## src/rtl/wb_arbiter_pkg.sv

```systemverilog
// rtl/wb_arbiter_pkg.sv - shared widths, register-op encodings and queue entry layout
package wb_arbiter_pkg;

    localparam int DATA_BUS     = 16;
    localparam int REG_ADDR_BUS = 3;
    localparam int REG_OP_BUS   = 3;
    localparam int FIFO_DEPTH   = 4;
    localparam int ENTRY_W      = REG_OP_BUS + REG_ADDR_BUS + DATA_BUS;

    typedef enum logic [REG_OP_BUS-1:0] {
        REG_OP_NOP = 3'd0,
        REG_OP_REG = 3'd1,
        REG_OP_T   = 3'd2,
        REG_OP_SP  = 3'd3,
        REG_OP_IH  = 3'd4,
        REG_OP_RA  = 3'd5
    } reg_op_e;

    typedef struct packed {
        logic [REG_OP_BUS-1:0]   op;
        logic [REG_ADDR_BUS-1:0] addr;
        logic [DATA_BUS-1:0]     data;
    } wb_entry_t;

endpackage

```

## src/rtl/wb_fifo.sv

```systemverilog
// rtl/wb_fifo.sv - 4-entry dual-push single-pop FIFO exposing every slot
module wb_fifo
    import wb_arbiter_pkg::*;
(
    input  logic                          clk_50MHz,
    input  logic                          rst,
    input  logic                          push_a,
    input  logic [ENTRY_W-1:0]            data_a,
    input  logic                          push_b,
    input  logic [ENTRY_W-1:0]            data_b,
    input  logic                          pop,
    output logic [ENTRY_W-1:0]            head,
    output logic [FIFO_DEPTH*ENTRY_W-1:0] entries,
    output logic [FIFO_DEPTH-1:0]         entry_valid,
    output logic [2:0]                    level
);

    logic [ENTRY_W-1:0] mem_q [FIFO_DEPTH];
    logic [1:0]         rd_ptr;
    logic [1:0]         wr_ptr;
    logic [1:0]         wr_next;
    logic [2:0]         level_q;
    logic               pop_ok;

    assign wr_next = wr_ptr + 2'd1;
    assign pop_ok  = pop && (level_q != 3'd0);
    assign head    = mem_q[rd_ptr];
    assign level   = level_q;

    // push_a is the older request, so it always lands in the lower slot
    always_ff @(posedge clk_50MHz or negedge rst) begin
        if (!rst) begin
            for (int i = 0; i < FIFO_DEPTH; i++) mem_q[i] <= '0;
            rd_ptr  <= 2'd0;
            wr_ptr  <= 2'd0;
            level_q <= 3'd0;
        end else begin
            if (push_a) mem_q[wr_ptr] <= data_a;
            if (push_b) mem_q[push_a ? wr_next : wr_ptr] <= data_b;
            wr_ptr  <= wr_ptr + 2'(push_a) + 2'(push_b);
            if (pop_ok) rd_ptr <= rd_ptr + 2'd1;
            level_q <= level_q + 3'(push_a) + 3'(push_b) - 3'(pop_ok);
        end
    end

    always_comb begin
        entries     = '0;
        entry_valid = '0;
        for (int i = 0; i < FIFO_DEPTH; i++) begin
            logic [1:0] offset;
            offset = 2'(i) - rd_ptr;
            entries[i*ENTRY_W +: ENTRY_W] = mem_q[i];
            entry_valid[i] = ({1'b0, offset} < level_q);
        end
    end

endmodule

```

## src/rtl/wb_arbiter.sv

```systemverilog
// rtl/wb_arbiter.sv - merges ALU and load write-backs into one register-file write port
module wb_arbiter
    import wb_arbiter_pkg::*;
(
    input  logic        clk_50MHz,
    input  logic        rst,
    input  logic        alu_valid,
    output logic        alu_ready,
    input  logic [2:0]  alu_op,
    input  logic [2:0]  alu_addr,
    input  logic [15:0] alu_data,
    input  logic        mem_valid,
    output logic        mem_ready,
    input  logic [2:0]  mem_op,
    input  logic [2:0]  mem_addr,
    input  logic [15:0] mem_data,
    output logic [2:0]  reg_op,
    output logic [2:0]  wb_addr,
    output logic [15:0] wb_data,
    input  logic [2:0]  A_addr,
    input  logic [2:0]  B_addr,
    output logic        A_busy,
    output logic        B_busy,
    output logic        T_busy,
    output logic        SP_busy,
    output logic        IH_busy,
    output logic        RA_busy,
    output logic [2:0]  level
);

    logic                          alu_acc;
    logic                          mem_acc;
    logic                          pop;
    logic [ENTRY_W-1:0]            head;
    logic [FIFO_DEPTH*ENTRY_W-1:0] entries;
    logic [FIFO_DEPTH-1:0]         entry_valid;

    // Two free slots guarantee both sources can push together without overflow
    assign alu_ready = (level <= 3'd2);
    assign mem_ready = (level <= 3'd2);
    assign alu_acc   = alu_valid && alu_ready && (alu_op != REG_OP_NOP);
    assign mem_acc   = mem_valid && mem_ready && (mem_op != REG_OP_NOP);
    assign pop       = (level != 3'd0);

    wb_fifo u_fifo (
        .clk_50MHz   (clk_50MHz),
        .rst         (rst),
        .push_a      (mem_acc),
        .data_a      ({mem_op, mem_addr, mem_data}),
        .push_b      (alu_acc),
        .data_b      ({alu_op, alu_addr, alu_data}),
        .pop         (pop),
        .head        (head),
        .entries     (entries),
        .entry_valid (entry_valid),
        .level       (level)
    );

    always_ff @(posedge clk_50MHz or negedge rst) begin
        if (!rst) begin
            reg_op  <= REG_OP_NOP;
            wb_addr <= '0;
            wb_data <= '0;
        end else if (pop) begin
            {reg_op, wb_addr, wb_data} <= head;
        end else begin
            reg_op  <= REG_OP_NOP;
            wb_addr <= '0;
            wb_data <= '0;
        end
    end

    // The output stage is committed before the next read, so only queued entries count
    always_comb begin
        wb_entry_t e;
        A_busy  = 1'b0;
        B_busy  = 1'b0;
        T_busy  = 1'b0;
        SP_busy = 1'b0;
        IH_busy = 1'b0;
        RA_busy = 1'b0;
        for (int i = 0; i < FIFO_DEPTH; i++) begin
            e = entries[i*ENTRY_W +: ENTRY_W];
            if (entry_valid[i]) begin
                if (e.op == REG_OP_REG && e.addr == A_addr) A_busy = 1'b1;
                if (e.op == REG_OP_REG && e.addr == B_addr) B_busy = 1'b1;
                if (e.op == REG_OP_T)  T_busy  = 1'b1;
                if (e.op == REG_OP_SP) SP_busy = 1'b1;
                if (e.op == REG_OP_IH) IH_busy = 1'b1;
                if (e.op == REG_OP_RA) RA_busy = 1'b1;
            end
        end
    end

endmodule

```

## config.mk

```make
export PLATFORM = sky130hd
export DESIGN_NAME = wb_arbiter
export DESIGN_NICKNAME = d
export VERILOG_FILES = /design/src/rtl/wb_arbiter_pkg.sv /design/src/rtl/wb_fifo.sv /design/src/rtl/wb_arbiter.sv
export SDC_FILE = /design/constraint.sdc
export NUM_CORES = 1
export LEC_CHECK = 0
export ABC_CLOCK_PERIOD_IN_PS = 6450
export BUFFER_PORTS_ARGS = -buffer_cell sky130_fd_sc_hd__buf_2
export CAP_MARGIN = 20
export CORE_ASPECT_RATIO = 1.4
export CORE_UTILIZATION = 25
export DETAILED_ROUTE_END_ITERATION = 10
export PLACE_DENSITY = 0.47
export SETUP_SLACK_MARGIN = 0.2
export SLEW_MARGIN = 10
export SYNTH_ARGS = -nofsm -noshare
export SYNTH_HDL_FRONTEND = slang
export SYNTH_SLANG_ARGS = --single-unit
```

## constraint.sdc

```tcl
create_clock -name clk_50MHz -period 6.45 [get_ports clk_50MHz]
set_input_delay 1.29 -clock clk_50MHz [delete_from_list [all_inputs] [get_ports clk_50MHz]]
set_output_delay 1.29 -clock clk_50MHz [all_outputs]
set_load 0.02 [all_outputs]
```

== Word-level counts from Yosys, hierarchy flattened ==
Cells that the tools add are included.
Cells by class
  $add $sub $neg: 11
  $lt $le $gt $ge: 10
  equal/unequal tests: 28
  multiplexer cells: 63
  bitwise gates (word level): 3
  reduce and logical (&&, ||, !) cells: 17
Operators with widths (count)
  bitwise mux 88 bit: 2
  2-to-1 mux 88 bit: 2
  demux 22 bit (select 2 bit): 2
  2-to-1 mux 22 bit: 4
  2-to-1 mux 1 bit: 48
  binary-select mux 22 bit (select 2 bit): 1
  equality test 3 x 2 -> 1 bit, second input constant: 8
  equality test 3 bit: 8
  equality test 3 bit, second input constant: 8
  2-to-1 mux 16 bit: 1
  logical AND 1 bit: 14
  equality test 3 x 1 -> 1 bit, second input constant: 4
  < comparator 2 x 3 -> 1 bit: 4
  greater-or-equal comparator 3 bit, second input constant: 3
  inverter 2 -> 3 bit: 3
  nonzero test 3 bit: 3
  adder 3 x 1 -> 3 bit: 2
  < comparator 3 x 1 -> 1 bit, second input constant: 2
  2-to-1 mux 3 bit: 2
  adder 2 x 1 -> 2 bit: 2
  adder 2 x 1 -> 2 bit, second input constant: 2
  subtractor 1 x 2 -> 2 bit, first input constant: 2
  subtractor 2 bit, first input constant: 2
  less-or-equal comparator 3 x 2 -> 1 bit, second input constant: 1
  other kinds (2): 2
Word-level totals
  register bits after elaboration: 117
  input bits: 54
  output and inout bits: 33
  word-level logic and storage cells: 142

== Depth between registers and ports, before layout ==
  depth in word-level cells: 11
  gate-level depth with buffers: 10
  depth with buffers taken out: 9

== Cells and area by module ==
From an unflattened synthesis, not the netlist that was laid out.
Second synthesis, totals
  cells, all modules: 485
  area total of the unflattened synthesis: 6736.5 um^2
Modules (own cells, without submodules)
  wb_fifo: times used 1, cells an instance 369, area an instance 5471.5 um^2
  wb_arbiter: times used 1, cells an instance 116, area an instance 1265.0 um^2

== Worst setup path before layout ==
No wires, ideal clock.
  path type: register to output
  start point: register u_fifo.rd_ptr[1]
  end point: output B_busy
  data arrival time: 2.422 ns
  slack: 2.738 ns
  cell stages (with the launch flop): 10
  buffers on the path: 3
  cell sequence: dfrtp_1 buf_2 buf_2 buf_4 inv_1 ha_1 a21boi_0 o21a_1 nor4_1 or4_1
On the way
  cells in the longest elaborated chain, start to end: 9
Ends and longest elaborated chain
  start: declaration: line wb_fifo.sv:19  | logic [1:0] rd_ptr;
  start signal: assignment: line wb_fifo.sv:41  | if (pop_ok) rd_ptr <= rd_ptr + 2'd1;
  subtractor 1 x 2 -> 2 bit: line wb_fifo.sv:51  | offset = 2'(i) - rd_ptr;
  < comparator 2 x 3 -> 1 bit: line wb_fifo.sv:53  | entry_valid[i] = ({1'b0, offset} < level_q);
  2-to-1 mux 1 bit: line wb_arbiter.sv:84  | if (entry_valid[i]) begin
  2-to-1 mux 1 bit: line wb_arbiter.sv:86  | if (e.op == REG_OP_REG && e.addr == B_addr) B_busy = 1'b1;
  2-to-1 mux 1 bit: line wb_arbiter.sv:84
  2-to-1 mux 1 bit: line wb_arbiter.sv:86
  2-to-1 mux 1 bit: line wb_arbiter.sv:84
  2-to-1 mux 1 bit: line wb_arbiter.sv:86
  2-to-1 mux 1 bit *: line wb_arbiter.sv:84
  end: declaration: line wb_arbiter.sv:23  | output logic B_busy,
Mark *: on every way between the ends. The rest lies on a longest branch, timed or not.

== Final worst setup path ==
  start point: register u_fifo.rd_ptr[1]
  end point: output A_busy
On the way
  cells in the longest elaborated chain, start to end: 9
Ends and longest elaborated chain
  subtractor 1 x 2 -> 2 bit: line wb_fifo.sv:51
  < comparator 2 x 3 -> 1 bit: line wb_fifo.sv:53
  2-to-1 mux 1 bit: line wb_arbiter.sv:84
  2-to-1 mux 1 bit: line wb_arbiter.sv:85  | if (e.op == REG_OP_REG && e.addr == A_addr) A_busy = 1'b1;
  2-to-1 mux 1 bit: line wb_arbiter.sv:84
  2-to-1 mux 1 bit: line wb_arbiter.sv:85
  2-to-1 mux 1 bit: line wb_arbiter.sv:84
  2-to-1 mux 1 bit: line wb_arbiter.sv:85
  2-to-1 mux 1 bit *: line wb_arbiter.sv:84
  end: declaration: line wb_arbiter.sv:22  | output logic A_busy,
Marks and branches as above.

==> impl_metrics.env <==
export IMPL_status="finished with violations"
export IMPL_violations="DRC"
export IMPL_area_growth_pct=19.3
export IMPL_yosys_cell_types_count=47
export IMPL_cts_htree_levels=4
export IMPL_wire_per_inst_um=18.2
export IMPL_die_area_um2=26800
export IMPL_drt_wl_total_um=18300
export IMPL_cts_resized=0
export IMPL_relSlewSlack=0.466
export IMPL_power_leakage_nw=3.81
export IMPL_max_clock_path_buffers=2
export IMPL_seq_power_share=0.337
export IMPL_die_h_um=193
export IMPL_postCtsHoldBufs=0
export IMPL_comb_power_share=0.424
export IMPL_r2r_start="u_fifo.level[1]"
export IMPL_fin_ws_ps=2510
export IMPL_dp_hpwl_um=11900
export IMPL_coreArea_um2=25600
export IMPL_netlist_instances=597
export IMPL_slowest_delay_ps=600
export IMPL_required_ps=5160
export IMPL_track_usage=0.145
export IMPL_clock_skew_ps=7.10
export IMPL_hold_viol=0
export IMPL_min_from="u_fifo.entries[48]"
export IMPL_yosys_warnings=0
export IMPL_cts_root_buf="clkbuf_16"
export IMPL_gp_congestion=0.812
export IMPL_grt_max_degree=61
export IMPL_cts_buffers=17
export IMPL_setup_viol=0
export IMPL_cap_violations=0
export IMPL_mappedNetlistNets=664
export IMPL_crit_chain="inv_1, ha_1, a21boi_0, o21a_1, nor4_1, or4_1, buf_2"
export IMPL_final_period_utilization=0.610
export IMPL_power_total_mw=4.05
export IMPL_dp_cells=970
export IMPL_synth_flop_cell="dfrtp_1"
export IMPL_grt_pass1_wl_um=29200
export IMPL_slowest_stage="dfrtp_1"
export IMPL_overflow=0
export IMPL_clock_latency_ps=420
export IMPL_ir_drop_mv=0.191
export IMPL_stdcell_count=1003
export IMPL_n_antenna_cell=0
export IMPL_ys_ff_latch=117
export IMPL_avgSynthCellArea_um2=11.0
export IMPL_die_w_um=139
export IMPL_drtPass1Iterations=8
export IMPL_fill_cells=2654
export IMPL_p_per_area_nw_per_um2=519
export IMPL_postRouteAntennaNets=0
export IMPL_path_max_fanout=10
export IMPL_drive_gt1_frac=0.237
export IMPL_post_cts_repair_setup_buffers=0
export IMPL_yosysSeqAreaShare=0.447
export IMPL_p_sw_frac=0.377
export IMPL_end_kind="output pin"
export IMPL_crit_family="flip-flops"
export IMPL_antenna_found_initial=2
export IMPL_initial_core_util=0.256
export IMPL_p_int_mw=2.53
export IMPL_min_path_type="reg -> reg"
export IMPL_vias=4691
export IMPL_ios=87
export IMPL_netlist_area_um2=6540
export IMPL_rsz0062_at_grt="false"
export IMPL_nets=738
export IMPL_clk_pin_slew_ps=50
export IMPL_numClockSinks=117
export IMPL_cp_arrival_ps=2650
export IMPL_preCtsSetupSlack_ps=2760
export IMPL_p_sw_mw=1.53
export IMPL_synth_edf_count=0
export IMPL_cp_startpoint="u_fifo.rd_ptr[1]"
export IMPL_vias_per_cell=4.68
export IMPL_cts_tree="built"
export IMPL_rows=69
export IMPL_fin_crit_ps=3940
export IMPL_grt_pass1_vias=4855
export IMPL_cp_start_kind="flip-flop"
export IMPL_path_buf_inv=2
export IMPL_tightest_slew_ps=801
export IMPL_drt_initial_drc_count=335
export IMPL_synth_async_sr_flop_share=1.00
export IMPL_drv_slew=0
export IMPL_fmax_ghz=0.254
export IMPL_drc=4
export IMPL_crit_type="reg -> out"
export IMPL_portBuffers=86
export IMPL_setup_tns_ps=0
export IMPL_clkPwrFrac=0.239
final cells by class:
| class | instances | area, um^2 | area share |
|---|---|---|---|
| multi-input cells | 427 | 3300 | 0.423 |
| flip-flops and latches | 117 | 2930 | 0.375 |
| repair buffers | 94 | 526 | 0.0673 |
| clock buffers | 22 | 474 | 0.0607 |
| well taps | 319 | 399 | 0.0511 |
| clock inverters | 10 | 128 | 0.0163 |
| inverters | 14 | 52.6 | 0.00673 |
worst paths after layout:
check                           slack, ps  cells after the start                  to
worst min register to register        550                      2  u_fifo.entries[48]
worst max register to register       3920                      8     u_fifo.level[1]
min in group asynchronous             940                      1     u_fifo.level[1]
max in group asynchronous            4170                      2  u_fifo.entries[67]
worst max-delay path                 2510                      7              A_busy
worst min-delay path                  550                      2  u_fifo.entries[48]
per-layer routing:
| metal | up-vias | routed length (um) | track usage |
|---|---|---|---|
| li1 | 2258 | - | - |
| met1 | 2290 | 7930 | 0.182 |
| met2 | 117 | 9300 | 0.247 |
| met3 | 22 | 768 | 0.0334 |
| met4 | 4 | 233 | 0.0428 |
| met5 | - | 19 | 0 |
registers in the layout (all words and copies together), names as in the netlist:
| name | count |
|---|---|
| reg_op | 3 |
| u_fifo.entries | 88 |
| u_fifo.level | 3 |
| u_fifo.rd_ptr | 2 |
| u_fifo.wr_ptr | 2 |
| wb_addr | 3 |
| wb_data | 16 |
power by group through the flow:
stage,logic [mW],clock network (mW),registers (mW)
finish,1.72,0.970,1.37
global route,1.92,1.02,1.42
CTS,1.75,0.992,1.37
detailed placement,1.74,0,1.38
global placement,1.72,0,1.38
floorplan,1.27,0,1.36
tightest hold or removal path: cells and delay by family, from the launching register on:
kind | cells | cell delay, ps
flip-flops | 1 | 330
AO/OA/AOI/OAI | 1 | 100
multiplexers | 1 | 70
per-stage QoR:
stage	hold slack (ps)	cell area, um^2	util
3_5_place_dp	538	7190	0.281
6_report	547	7810	0.306
4_1_cts	554	7790	0.305
3_3_place_gp	534	7160	0.280
2_1_floorplan	513	6540	-
5_1_grt	579	7810	0.306
synth_stat cells, types with 2 or more instances:
master      n  area, um^2
nor4b_1     2        17.5
buf_8       7         105
clkbuf_1    7        26.3
nor4_1      6        37.5
a21oi_1     3        15.0
xnor2_1    27         236
nand3_1    15        75.1
o21a_1      2        15.0
and2_1     22         138
a21oi_4     2        32.5
or4_1       2        15.0
nor2_1      4        15.0
dfrtp_1   117        2930
o21ai_1    23         115
buf_4       3        22.5
nand2b_1    6        37.5
nand2_4     4        45.0
nand2_1    90         338
a311o_1     4        40.0
or3_1       2        12.5
mux4_2     22         495
mux2i_1    88         881
or2_2       2        12.5
o32ai_1     2        17.5
fa_1        3        60.1
o22ai_1     2        12.5
buf_2      17        85.1
ha_1       10         125
inv_1      14        52.6
a21oi_2     2        17.5
clkbuf_2    2        10.0
nor3_1      3        15.0
o21ai_0    67         335
xor2_1      2        17.5
placed cells by master, fill, tap and decap left out, drive strengths merged, types with 3 or more instances in the layout:
cell / n
xnor2: 27
ha: 10
nand2b: 6
and2: 22
fa: 3
inv: 14
nand3: 15
dfrtp: 117
a311o: 4
a21oi: 7
or3: 3
bufinv: 3
nor3: 3
mux2i: 88
nor4: 6
o21a: 3
clkinv: 6
mux4: 22
buf: 94
nor2: 4
o21ai: 91
nand2: 94
clkbuf: 22
logic make-up after synthesis:
group / after synthesis / share of synthesized area
simple gates: 162 / 0.122
xor+xnor: 29 / 0.0388
compound gates: 113 / 0.103
fa+ha+maj: 13 / 0.0283
buf+inv: 53 / 0.0505
flops: 117 / 0.447
mux: 110 / 0.210
(Power assumes the default switching activity.)
